File: src/rtl/ahb_rom_rd_master.sv
// ahb_rom_rd_master: AHB-Lite initiator that reads a block of words from ROM into a valid/ready stream.
// Define AHB_RDM_INCR_BURST_EN for INCR bursts with SEQ beats; by default every beat is a SINGLE NONSEQ.
module ahb_rom_rd_master #(
    parameter int p_LW = 8,
    parameter int p_FD = 2
) (
    input  logic            hclk,
    input  logic            hresetn,
    input  logic            cmd_valid,
    output logic            cmd_ready,
    input  logic [31:0]     cmd_addr,
    input  logic [p_LW-1:0] cmd_len,
    output logic            rd_valid,
    input  logic            rd_ready,
    output logic [31:0]     rd_data,
    output logic            done,
    output logic            err,
    output logic [31:0]     haddr,
    output logic [1:0]      htrans,
    output logic [2:0]      hburst,
    output logic [2:0]      hsize,
    output logic            hwrite,
    output logic [3:0]      hprot,
    output logic            hmastlock,
    output logic [31:0]     hwdata,
    input  logic            hready,
    input  logic [1:0]      hresp,
    input  logic [31:0]     hrdata
);
    localparam int PW = (p_FD > 1) ? $clog2(p_FD) : 1;
    localparam int CW = $clog2(p_FD + 1);
    localparam logic [1:0] TR_IDLE   = 2'b00;
    localparam logic [1:0] TR_NONSEQ = 2'b10;
    localparam logic [2:0] BU_SINGLE = 3'b000;

    typedef enum logic [1:0] {S_IDLE, S_RUN, S_DRAIN, S_ERR} state_t;

    state_t          state, state_nxt;
    logic [p_LW-1:0] remain;
    logic            pend;
    logic            hold;
    logic [CW-1:0]   fifo_count;
    logic [PW-1:0]   wr_ptr, rd_ptr;
    logic [31:0]     mem [p_FD];

    logic accept, issue, addr_acc, err_det, push, pop, credit, fin;
    logic unused_bits;

    assign accept    = cmd_valid && (state == S_IDLE);
    assign cmd_ready = (state == S_IDLE);
    assign rd_valid  = (fifo_count != '0);
    assign pop       = rd_valid && rd_ready;
    // A word popped this cycle frees its slot in time for a beat issued now.
    assign credit    = (int'(fifo_count) + int'(pend) - int'(pop)) < p_FD;
    assign issue     = (state == S_RUN) && (hold || credit);
    assign addr_acc  = issue && hready;
    assign err_det   = ((state == S_RUN) || (state == S_DRAIN)) && pend && hresp[0] && !hready;
    assign push      = pend && hready && !hresp[0];

    // NOTE: every always_comb output gets a default first so no path can infer a latch.
    always_comb begin
        state_nxt = state;
        fin       = 1'b0;
        unique case (state)
            S_IDLE:  if (accept && cmd_len != '0) state_nxt = S_RUN;
            S_RUN: begin
                if (err_det)                                state_nxt = S_ERR;
                else if (addr_acc && remain == p_LW'(1))    state_nxt = S_DRAIN;
            end
            S_DRAIN: begin
                if (err_det) state_nxt = S_ERR;
                else if (push) begin
                    state_nxt = S_IDLE;
                    fin       = 1'b1;
                end
            end
            S_ERR: begin
                state_nxt = S_IDLE;
                fin       = 1'b1;
            end
            default: state_nxt = S_IDLE;
        endcase
    end

    // NOTE: sequential state uses non-blocking assignments so all registers update from pre-edge values.
    always_ff @(posedge hclk or negedge hresetn) begin
        if (!hresetn) begin
            state  <= S_IDLE;
            haddr  <= '0;
            remain <= '0;
            pend   <= 1'b0;
            hold   <= 1'b0;
            done   <= 1'b0;
            err    <= 1'b0;
        end else begin
            state <= state_nxt;
            done  <= fin || (accept && cmd_len == '0);
            hold  <= issue && !hready && !err_det;
            if (accept) begin
                haddr  <= {cmd_addr[31:2], 2'b00};
                remain <= cmd_len;
                err    <= 1'b0;
            end else begin
                if (addr_acc) begin
                    haddr  <= haddr + 32'd4;
                    remain <= remain - p_LW'(1);
                end
                if (err_det) err <= 1'b1;
            end
            // The beat in its data phase when ERROR arrives is dropped, never pushed.
            if (err_det || state == S_ERR) pend <= 1'b0;
            else if (hready)               pend <= addr_acc;
        end
    end

`ifdef AHB_RDM_INCR_BURST_EN
    logic seq_ok;

    // A beat may be SEQ only if the previous beat was accepted with no IDLE cycle in between.
    always_ff @(posedge hclk or negedge hresetn) begin
        if (!hresetn) seq_ok <= 1'b0;
        else          seq_ok <= issue ? (hready || seq_ok) : 1'b0;
    end

    assign htrans = !issue ? TR_IDLE : (seq_ok && haddr[9:0] != '0) ? 2'b11 : TR_NONSEQ;
    assign hburst = issue ? 3'b001 : BU_SINGLE;
`else
    assign htrans = issue ? TR_NONSEQ : TR_IDLE;
    assign hburst = BU_SINGLE;
`endif

    assign hsize     = 3'b010;
    assign hwrite    = 1'b0;
    assign hprot     = 4'b0011;
    assign hmastlock = 1'b0;
    assign hwdata    = '0;

    function automatic logic [PW-1:0] ptr_inc(input logic [PW-1:0] p);
        return (p == PW'(p_FD - 1)) ? '0 : p + PW'(1);
    endfunction

    always_ff @(posedge hclk or negedge hresetn) begin
        if (!hresetn) begin
            wr_ptr     <= '0;
            rd_ptr     <= '0;
            fifo_count <= '0;
        end else begin
            if (push) wr_ptr <= ptr_inc(wr_ptr);
            if (pop)  rd_ptr <= ptr_inc(rd_ptr);
            fifo_count <= fifo_count + CW'(push) - CW'(pop);
        end
    end

    // NOTE: the storage array has no reset; rd_data is gated by rd_valid so stale words never escape.
    always_ff @(posedge hclk) begin
        if (push) mem[wr_ptr] <= hrdata;
    end

    assign rd_data     = rd_valid ? mem[rd_ptr] : '0;
    assign unused_bits = ^{hresp[1], cmd_addr[1:0]};

endmodule

File: config.mk
export PLATFORM = sky130hd
export DESIGN_NAME = ahb_rom_rd_master
export DESIGN_NICKNAME = d
export VERILOG_FILES = /design/src/rtl/ahb_rom_rd_master.sv
export SDC_FILE = /design/constraint.sdc
export NUM_CORES = 1
export LEC_CHECK = 0
export ABC_AREA = 1
export CAP_MARGIN = 20
export CORE_MARGIN = 3
export CORE_UTILIZATION = 48
export CTS_CLUSTER_SIZE = 25
export DETAILED_ROUTE_END_ITERATION = 8
export PLACE_DENSITY = 0.81
export SYNTH_ARGS = -nofsm -noshare
export SYNTH_HDL_FRONTEND = slang
export SYNTH_SLANG_ARGS = --single-unit
File: constraint.sdc
create_clock -name hclk -period 2.6 [get_ports hclk]
set_input_delay 0.52 -clock hclk [delete_from_list [all_inputs] [get_ports hclk]]
set_output_delay 0.52 -clock hclk [all_outputs]
set_load 0.005 [all_outputs]
Word level (Yosys, flattened, before mapping)
Memory sizes are Yosys's and may differ from the RTL's.
Index checks and enable logic that the tools add are counted.
- divide/modulo/power cells: 0
- reductions and logical operators: 29
- shift-type cells: 0
- bitwise operators: 0
- $add $sub $neg: 8
- mux-type cells: 22
- magnitude comparators: 1
- $mul: 0
- equality and inequality tests: 7
- operator list (cell ; count):
    $mux W32 ; 3
    $add A32 B3 Y32 const B ; 1
    $mux W8 ; 2
    $logic_and A1 B1 Y1 ; 14
    $mux W2 ; 6
    $mux W1 ; 9
    $eq A8 B1 Y1 const B ; 1
    $logic_not A8 Y1 ; 1
    $pmux W2 S4 ; 1
    $reduce_bool A2 Y1 ; 4
    $reduce_bool A8 Y1 ; 1
    $sub A8 B1 Y8 const B ; 1
    $eq A2 B2 Y1 const B ; 2
    $logic_or A1 B1 Y1 ; 4
    $lt A4 B3 Y1 const B ; 1
    $sub A3 B1 Y4 ; 1
    $add A2 B1 Y3 ; 1
    $logic_not A1 Y1 ; 3
    $ne A3 B2 Y1 const B ; 1
    $ne A3 B3 Y1 const B ; 1
    $reduce_and A3 Y1 ; 1
    $add A1 B1 Y1 const B ; 2
    $add A2 B1 Y2 ; 1
    $eq A2 B1 Y1 const B ; 1
    other kinds (4) ; 4
- word-level logic and storage cells: 78
- memories: 1
- input bits: 79
- memory bits (read-only): 0
- latch bits: 0
- bits in writable memories: 64
- output and inout bits: 114
- register bits: 50
- memories (memory ; depth ; width ; read ports ; clocked after Yosys merged registers in ; write ports ; line ; RTL):
    mem ; 2 ; 32 ; 1 ; 0 ; 1 ; 44 ; logic [31:0] mem [p_FD];

Logic depth before layout (Yosys ltp)
Gate-level depths: netlist (run 1).
- depth after elaboration: 11
- depth in mapped cells: 18

Least setup slack after synthesis (run 1)
Ideal clock, no wire load.
- path kind: input to register
- from: in hresp[0]
- to: mem mem[1][0], enable pin
- setup time: 0.423 ns
- path buffers: 0
- path slack: 0.083 ns
- data arrival time: 2.094 ns
- stages: 3
- data required time: 2.177 ns
- cells stage by stage: inv_1 -> nand3_1 -> nor2_1
- longest elaborated chain between the ends: 4
- ends and longest elaborated chain (what ; line ; RTL):
    start, declared ; 27 ; input logic [1:0] hresp,
    $logic_not A1 Y1 ; 58 ; assign push = pend && hready && !hresp[0];
    $logic_and A1 B1 Y1 ; 58 ;
    $mux W1 ; 156 ; if (push) mem[wr_ptr] <= hrdata;
    $mux W1 (implied by the code) ; 156 ;
    end, declared ; 44 ;
Every way passes these cells.

Final worst setup path (run 1)
- from: reg fifo_count[0]
- to: out htrans[1]
- longest elaborated chain between the ends: 7
- elaborated cells between the ends (all ways): 8
- ends and longest elaborated chain (what ; line ; RTL):
    start, declared ; 42 ; logic [CW-1:0] fifo_count;
    start signal, assigned ; 150 ; fifo_count <= fifo_count + CW'(push) - CW'(pop);
    branches (longest 2 deep; another with $add A2 B1 Y3) ; -- ;
    $sub A3 B1 Y4 * ; 54 ; assign credit = (int'(fifo_count) + int'(pend) - int'(pop)) < p_FD;
    $lt A4 B3 Y1 * ; 54 ;
    $logic_or A1 B1 Y1 * ; 55 ; assign issue = (state == S_RUN) && (hold || credit);
    $logic_and A1 B1 Y1 * ; 55 ;
    $mux W2 * ; 128 ; assign htrans = issue ? TR_NONSEQ : TR_IDLE;
    end, declared ; 19 ; output logic [1:0] htrans,
Mark *: on every way between the ends.

==> flow_summary.json, run 1 <==
{
  "start_util": 0.494,
  "finalCritPeriodShare": 1.04,
  "max-vdd-ir-drop_v": 0.000438,
  "ant_nets": 0,
  "io_pins": 193,
  "final_cell_mix": "nand2_1 (294), clkdlybuf4s50_1 (139), nor2_1 (67)",
  "gp_congestion": 0.933,
  "ctsRootBufferMaster": "clkbuf_16",
  "reg2reg_from": "fifo_count[0]",
  "synthSimpleGateAreaFrac": 0.295,
  "fin_crit_ps": 2710,
  "final.setup.tns_ps": -105,
  "clock_skew_ps": 11.1,
  "final_common_cell": "nand2_1",
  "crit_path_end_kind": "output pin",
  "ys_ff_latch": 112,
  "dr.pass1.iters": 5,
  "p_total_mw": 8.26,
  "cts_hold_buf": 0,
  "cpMaxStageDelayCell": "fa_2",
  "synthCells": 777,
  "cts.sinks": 112,
  "failed_checks": "setup timing",
  "htreeDepth": 3,
  "setup_viol": 1,
  "clkTransAtPathRegs_ps": 80,
  "pwr_density_cell_mw_per_mm2": 992,
  "layout-drive-gt1-share": 0.101,
  "critPathLaunchType": "flip-flop",
  "slowest_delay_ps": 520,
  "tritoncts": "built",
  "synth_xor_area_frac": 0.0195,
  "hp-class": "input port to async pin",
  "r2r_setup_slack_ps": 100,
  "grt_usage": 0.213,
  "rsz0062_at_grt": "true",
  "dieArea_mm2": 0.0145,
  "antenna_found_initial": 1,
  "drtIter0Drc": 481,
  "die_h_um": 120,
  "critPathArrivalTime_ps": 2190,
  "r2r_cells": 18,
  "die_w_um": 120,
  "maxCapViolations": 0,
  "async_flop_share": 0.429,
  "leakagePower_nw": 3.56,
  "required_ps": 2080,
  "final_nets": 1030,
  "synthMuxAreaShare": 0,
  "cts_buffers": 9,
  "io_buffers": 142,
  "routed_via_density": 4.90,
  "grt_max_degree": 54,
  "synth_fa_ha_area_frac": 0.0191,
  "grt_pass1_wl_um": 24700,
  "slew_viol_final": 0,
  "hold_viol_final": 0,
  "status": "finished with violations",
  "grt_pass1_vias": 5038,
  "synth-edff-count": 64,
  "dr_total_vias": 5489,
  "overflow": 0,
  "syn_area_per_cell_um2": 8.08,
  "final_util": 0.654,
  "clock_latency_ps": 350,
  "r2r-end": "haddr[7]",
  "synth_cell_types": 34,
  "dp_hpwl_um": 10900,
  "wirelength_um": 15400,
  "syn_to_final_growth_pct": 32.6,
  "synth-seq-area-share": 0.497,
  "synth-compound-area-share": 0.0608,
  "ys_warn_count": 0,
  "path_class": "flip-flop to output pin",
  "max_clock_freq_mhz": 370,
  "worst_slew_pin_slew_ps": 524,
  "wl_per_cell_um": 13.7,
  "placementRows": 41,
  "slew_headroom": 0.651,
  "synth_flop_cell": "edfxtp_1",
  "setup_slack_ps": -105,
  "core_mm2": 0.0127,
  "syn_area_mm2": 0.00628,
  "cp_max_fo": 2,
  "synth_top_family_by_area": "simple AND/OR/NAND/NOR gates",
  "drc_errors": 0,
  "clock_path_buffers": 2,
  "path_cells": "nor2_2 -> inv_2 -> nand2_2 -> inv_2 -> nand2_2 -> buf_6 -> inv_2 -> fa_2 -> nand3_2 -> nand2_2 -> nand2_2 -> inv_2 -> buf_2"
}
power breakdown:
part	switching, mW	internal [mW]
clock	0.691	0.782
sequential	0.469	2.27
combinational	2.01	2.05
how the worst max path moves through the flow:
stage / end / slack [ps] / from
final: htrans[1] / -110 / fifo_count[0]
after global routing: htrans[1] / -210 / fifo_count[0]
after CTS: htrans[1] / -60 / fifo_count[1]
after detailed placement: htrans[1] / -560 / rd_ready
after global placement: htrans[1] / -520 / rd_ready
after floorplan: mem[1][0] / 80 / hresp[0]
per-stage QoR:
step | hold WS [ps] | setup slack [ps] | instance area, um^2 | instances
2_1_floorplan | 224 | 83.5 | 6450 | 822
3_3_place_gp | 484 | -517 | 7850 | 1089
3_5_place_dp | 499 | -564 | 7850 | 1089
4_1_cts | 144 | -61.6 | 8280 | 1120
5_1_grt | 165 | -213 | 8330 | 1120
6_report | 135 | -105 | 8330 | 1120
repair_timing:
action | CTS | global route
setup endpoints to repair | 1 | 55
buffers inserted | 15 | 3
resized for setup | 9 | 13
pin swaps | 7 | 7
state kept, by name, indices dropped and copies added, names as in the netlist, 2 cells and up:
register    cells
haddr          30
fifo_count      2
remain          8
mem            64
state           2
worst max-delay path: cells and delay by family (launching register included):
kind                       cells  cell delay (ps)
and+or+nand+nor                6              510
buffers and inverters          6              400
DFF                            1              400
adders and majority gates      1              520
per-layer routing:
metal / vias up / GRT usage / wire length (um)
li1: 2724 / - / -
met1: 2497 / 0.290 / 6480
met2: 244 / 0.345 / 7230
met3: 24 / 0.0379 / 1380
met4: 0 / 0.0729 / 269
met5: - / 0 / 0
cell families after synthesis:
kind of cell,Yosys count
AOI/OAI and AO/OA,72
xor gates and xnor gates,14
adders and majority gates,9
buffers and inverters,121
DFF,112
other,2
and+or+nand+nor,447
final cells by class:
cell class / instances / area [um^2]
tap: 172 / 215
inverter: 49 / 184
clock buffer: 9 / 225
antenna: 1 / 2.50
multi-input combinational: 589 / 2710
clock inverter: 7 / 97.6
fill: 1058 / 4400
timing repair buffer: 181 / 1770
sequential: 112 / 3120
cells in the mapped netlist (3+ instances only):
cell	number	area share
nand2_1	299	0.18
nor2_1	70	0.042
edfxtp_1	64	0.31
nand3_1	52	0.041
buf_4	50	0.060
dfrtp_1	48	0.19
inv_1	45	0.027
a21oi_1	43	0.034
o21ai_0	21	0.017
clkbuf_1	14	0.0084
ha_1	8	0.016
xnor2_1	8	0.011
xor2_1	6	0.0084
buf_2	5	0.0040
nor2_2	5	0.0050
or2_2	4	0.0040
buf_6	3	0.0054
inv_2	3	0.0018
nand3b_1	3	0.0036
nor2_4	3	0.0054
o21bai_1	3	0.0036
Note: power is estimated with default switching activity, not from simulation.
==> run 2: changes to the inputs <==
--- a/config.mk
+++ b/config.mk
@@ -11,6 +11,7 @@
 export CORE_UTILIZATION = 48
 export CTS_CLUSTER_SIZE = 25
 export DETAILED_ROUTE_END_ITERATION = 8
+export GPL_ROUTABILITY_DRIVEN = 0
 export PLACE_DENSITY = 0.81
 export SYNTH_ARGS = -nofsm -noshare
 export SYNTH_HDL_FRONTEND = slang
==> flow_summary.json, run 2 (same netlist as run 1, synthesis figures left out) <==
{
  "status": "finished with violations",
  "failed_checks": "setup timing",
  "placementRows": 41,
  "top_register": "mem",
  "grt_pass1_wl_um": 25600,
  "switching_share": 0.390,
  "finalCritPeriodShare": 1.05,
  "final_cell_mix": "nand2_1 (292), clkdlybuf4s50_1 (139), nor2_1 (66)",
  "path_class": "flip-flop to flip-flop",
  "ctsRootBufferMaster": "clkbuf_16",
  "seqPwrFrac": 0.324,
  "core_mm2": 0.0127,
  "max-vdd-ir-drop_v": 0.000485,
  "clock_skew_ps": 9.05,
  "dr_total_vias": 5635,
  "fin_crit_ps": 2720,
  "io_pins": 193,
  "setup_viol": 3,
  "slowest_delay_ps": 410,
  "pwr-share-comb": 0.511,
  "routed_via_density": 4.95,
  "cp_common_cell": "buf_4",
  "slew_viol_final": 0,
  "n_fill_cell": 1006,
  "hp-class": "input port to async pin",
  "ant_nets": 0,
  "p_int_mw": 5.19,
  "grt_max_degree": 54,
  "place_area_mm2": 0.00787,
  "cpMaxStageDelayCell": "dfrtp_1",
  "syn_to_final_growth_pct": 35.4,
  "drtIter0Drc": 447,
  "maxCapViolations": 0,
  "final_common_cell": "nand2_1",
  "p_clk_frac": 0.165,
  "required_ps": 2840,
  "reg_top3": "mem: 64 flops, haddr: 30 flops, remain: 8 flops",
  "clkTransAtPathRegs_ps": 80,
  "cts.sinks": 112,
  "worst_slew_pin_slew_ps": 509,
  "stdcell_count": 1139,
  "critPathArrivalTime_ps": 2960,
  "critPathLaunchType": "flip-flop",
  "dieArea_mm2": 0.0145,
  "wirelength_um": 16200,
  "htreeDepth": 3,
  "die_w_um": 120,
  "numPlacedInstances": 1091,
  "clock_path_buffers": 2,
  "path_cells": "nor2_2 -> inv_2 -> nand2_2 -> inv_2 -> buf_4 -> buf_4 -> buf_4 -> buf_4 -> buf_4 -> buf_4 -> buf_4 -> buf_4 -> buf_4 -> buf_4 -> nand2_4 -> nand2_2 -> ha_2 -> xnor2_2 -> xor2_1",
  "tritoncts": "built",
  "slew_headroom": 0.661,
  "dp_hpwl_um": 11000,
  "rsz0062_at_grt": "true",
  "largest_register_ff_count": 64,
  "clock_latency_ps": 360,
  "num_antenna_cells": 0,
  "io_buffers": 142,
  "antenna_found_initial": 0,
  "p_sw_mw": 3.32,
  "grt_pass1_vias": 5146,
  "dp_worst_setup_slack_ps": -540,
  "cts_buffers": 9,
  "start_util": 0.494,
  "grt_usage": 0.223,
  "hold_viol_final": 0,
  "crit_path_end_kind": "flip-flop",
  "overflow": 0,
  "wl_per_cell_um": 14.2,
  "final_nets": 1050,
  "layout-drive-gt1-share": 0.126,
  "cp_max_fo": 2,
  "leakagePower_nw": 3.65,
  "dr.pass1.iters": 5,
  "max_clock_freq_mhz": 368,
  "setup_slack_ps": -119,
  "drc_errors": 0,
  "pwr_density_cell_mw_per_mm2": 1000,
  "die_h_um": 120,
  "final_cell_area_mm2": 0.00850
}
-- run 2: final timing paths --
check                      cells after the start          start            end  slack [ps]
setup / recovery                              19  fifo_count[0]  fifo_count[1]        -120
hold / removal                                 1        hresetn       haddr[9]         120
setup reg to reg                              19  fifo_count[0]  fifo_count[1]        -120
hold reg to reg                                2            err            err         500
max in group asynchronous                      2        hresetn           pend        1830
min in group hclk                              2            err            err         500
-- run 2: area by class of cell --
class | count | area (um^2) | area share
Sequential cell | 112 | 3120 | 0.367
Multi-Input combinational cell | 589 | 2730 | 0.321
Timing Repair Buffer | 201 | 1940 | 0.228
Clock buffer | 9 | 225 | 0.0265
Tap cell | 172 | 215 | 0.0253
Inverter | 49 | 188 | 0.0221
Clock inverter | 7 | 81.3 | 0.00957
-- run 2: worst max-delay path, delay by kind of cell, from the launching register on --
| family | cells | cell delay, ps |
|---|---|---|
| XOR/XNOR | 2 | 310 |
| adder cells (fa/ha/maj) | 1 | 180 |
| buffers and inverters | 12 | 1350 |
| flip-flops | 1 | 410 |
| AND/OR/NAND/NOR | 4 | 360 |
-- run 2: repair_timing --
action / CTS / global route
hold endpoints to repair: 0 / 0
resized for setup: 19 / 16
pin swaps: 10 / 10
cloned: 0 / 0
hold buffers: 0 / 0
buffers inserted: 29 / 8
endpoints found under the setup margin: 1 / 29
-- run 2: routing by layer --
metal  up-vias  wire (um)  global-route usage
li1       2773          -                   -
met1      2555       6670               0.287
met2       274       7590               0.360
met3        33       1460              0.0514
met4         0        484               0.101
met5         -          0                   0
-- run 2: power by group through the flow --
stage                     logic, mW  registers (mW)  clock network, mW
final                          4.35            2.75               1.40
after global routing           4.79            2.81               1.48
after CTS                      4.17            2.73               1.41
after detailed placement       3.85            2.77                  0
after global placement         3.76            2.76                  0
after floorplan                2.11            2.66                  0
-- run 2: stage by stage --
stage	util	hold WS (ps)	power, mW	TNS, ps
CTS	0.661	136	8.32	-85.0
global route	0.668	162	9.08	-670
floorplan	-	224	4.78	0
finish	0.668	120	8.50	-283
detailed placement	0.618	495	6.62	-6110
global placement	0.618	486	6.52	-4640
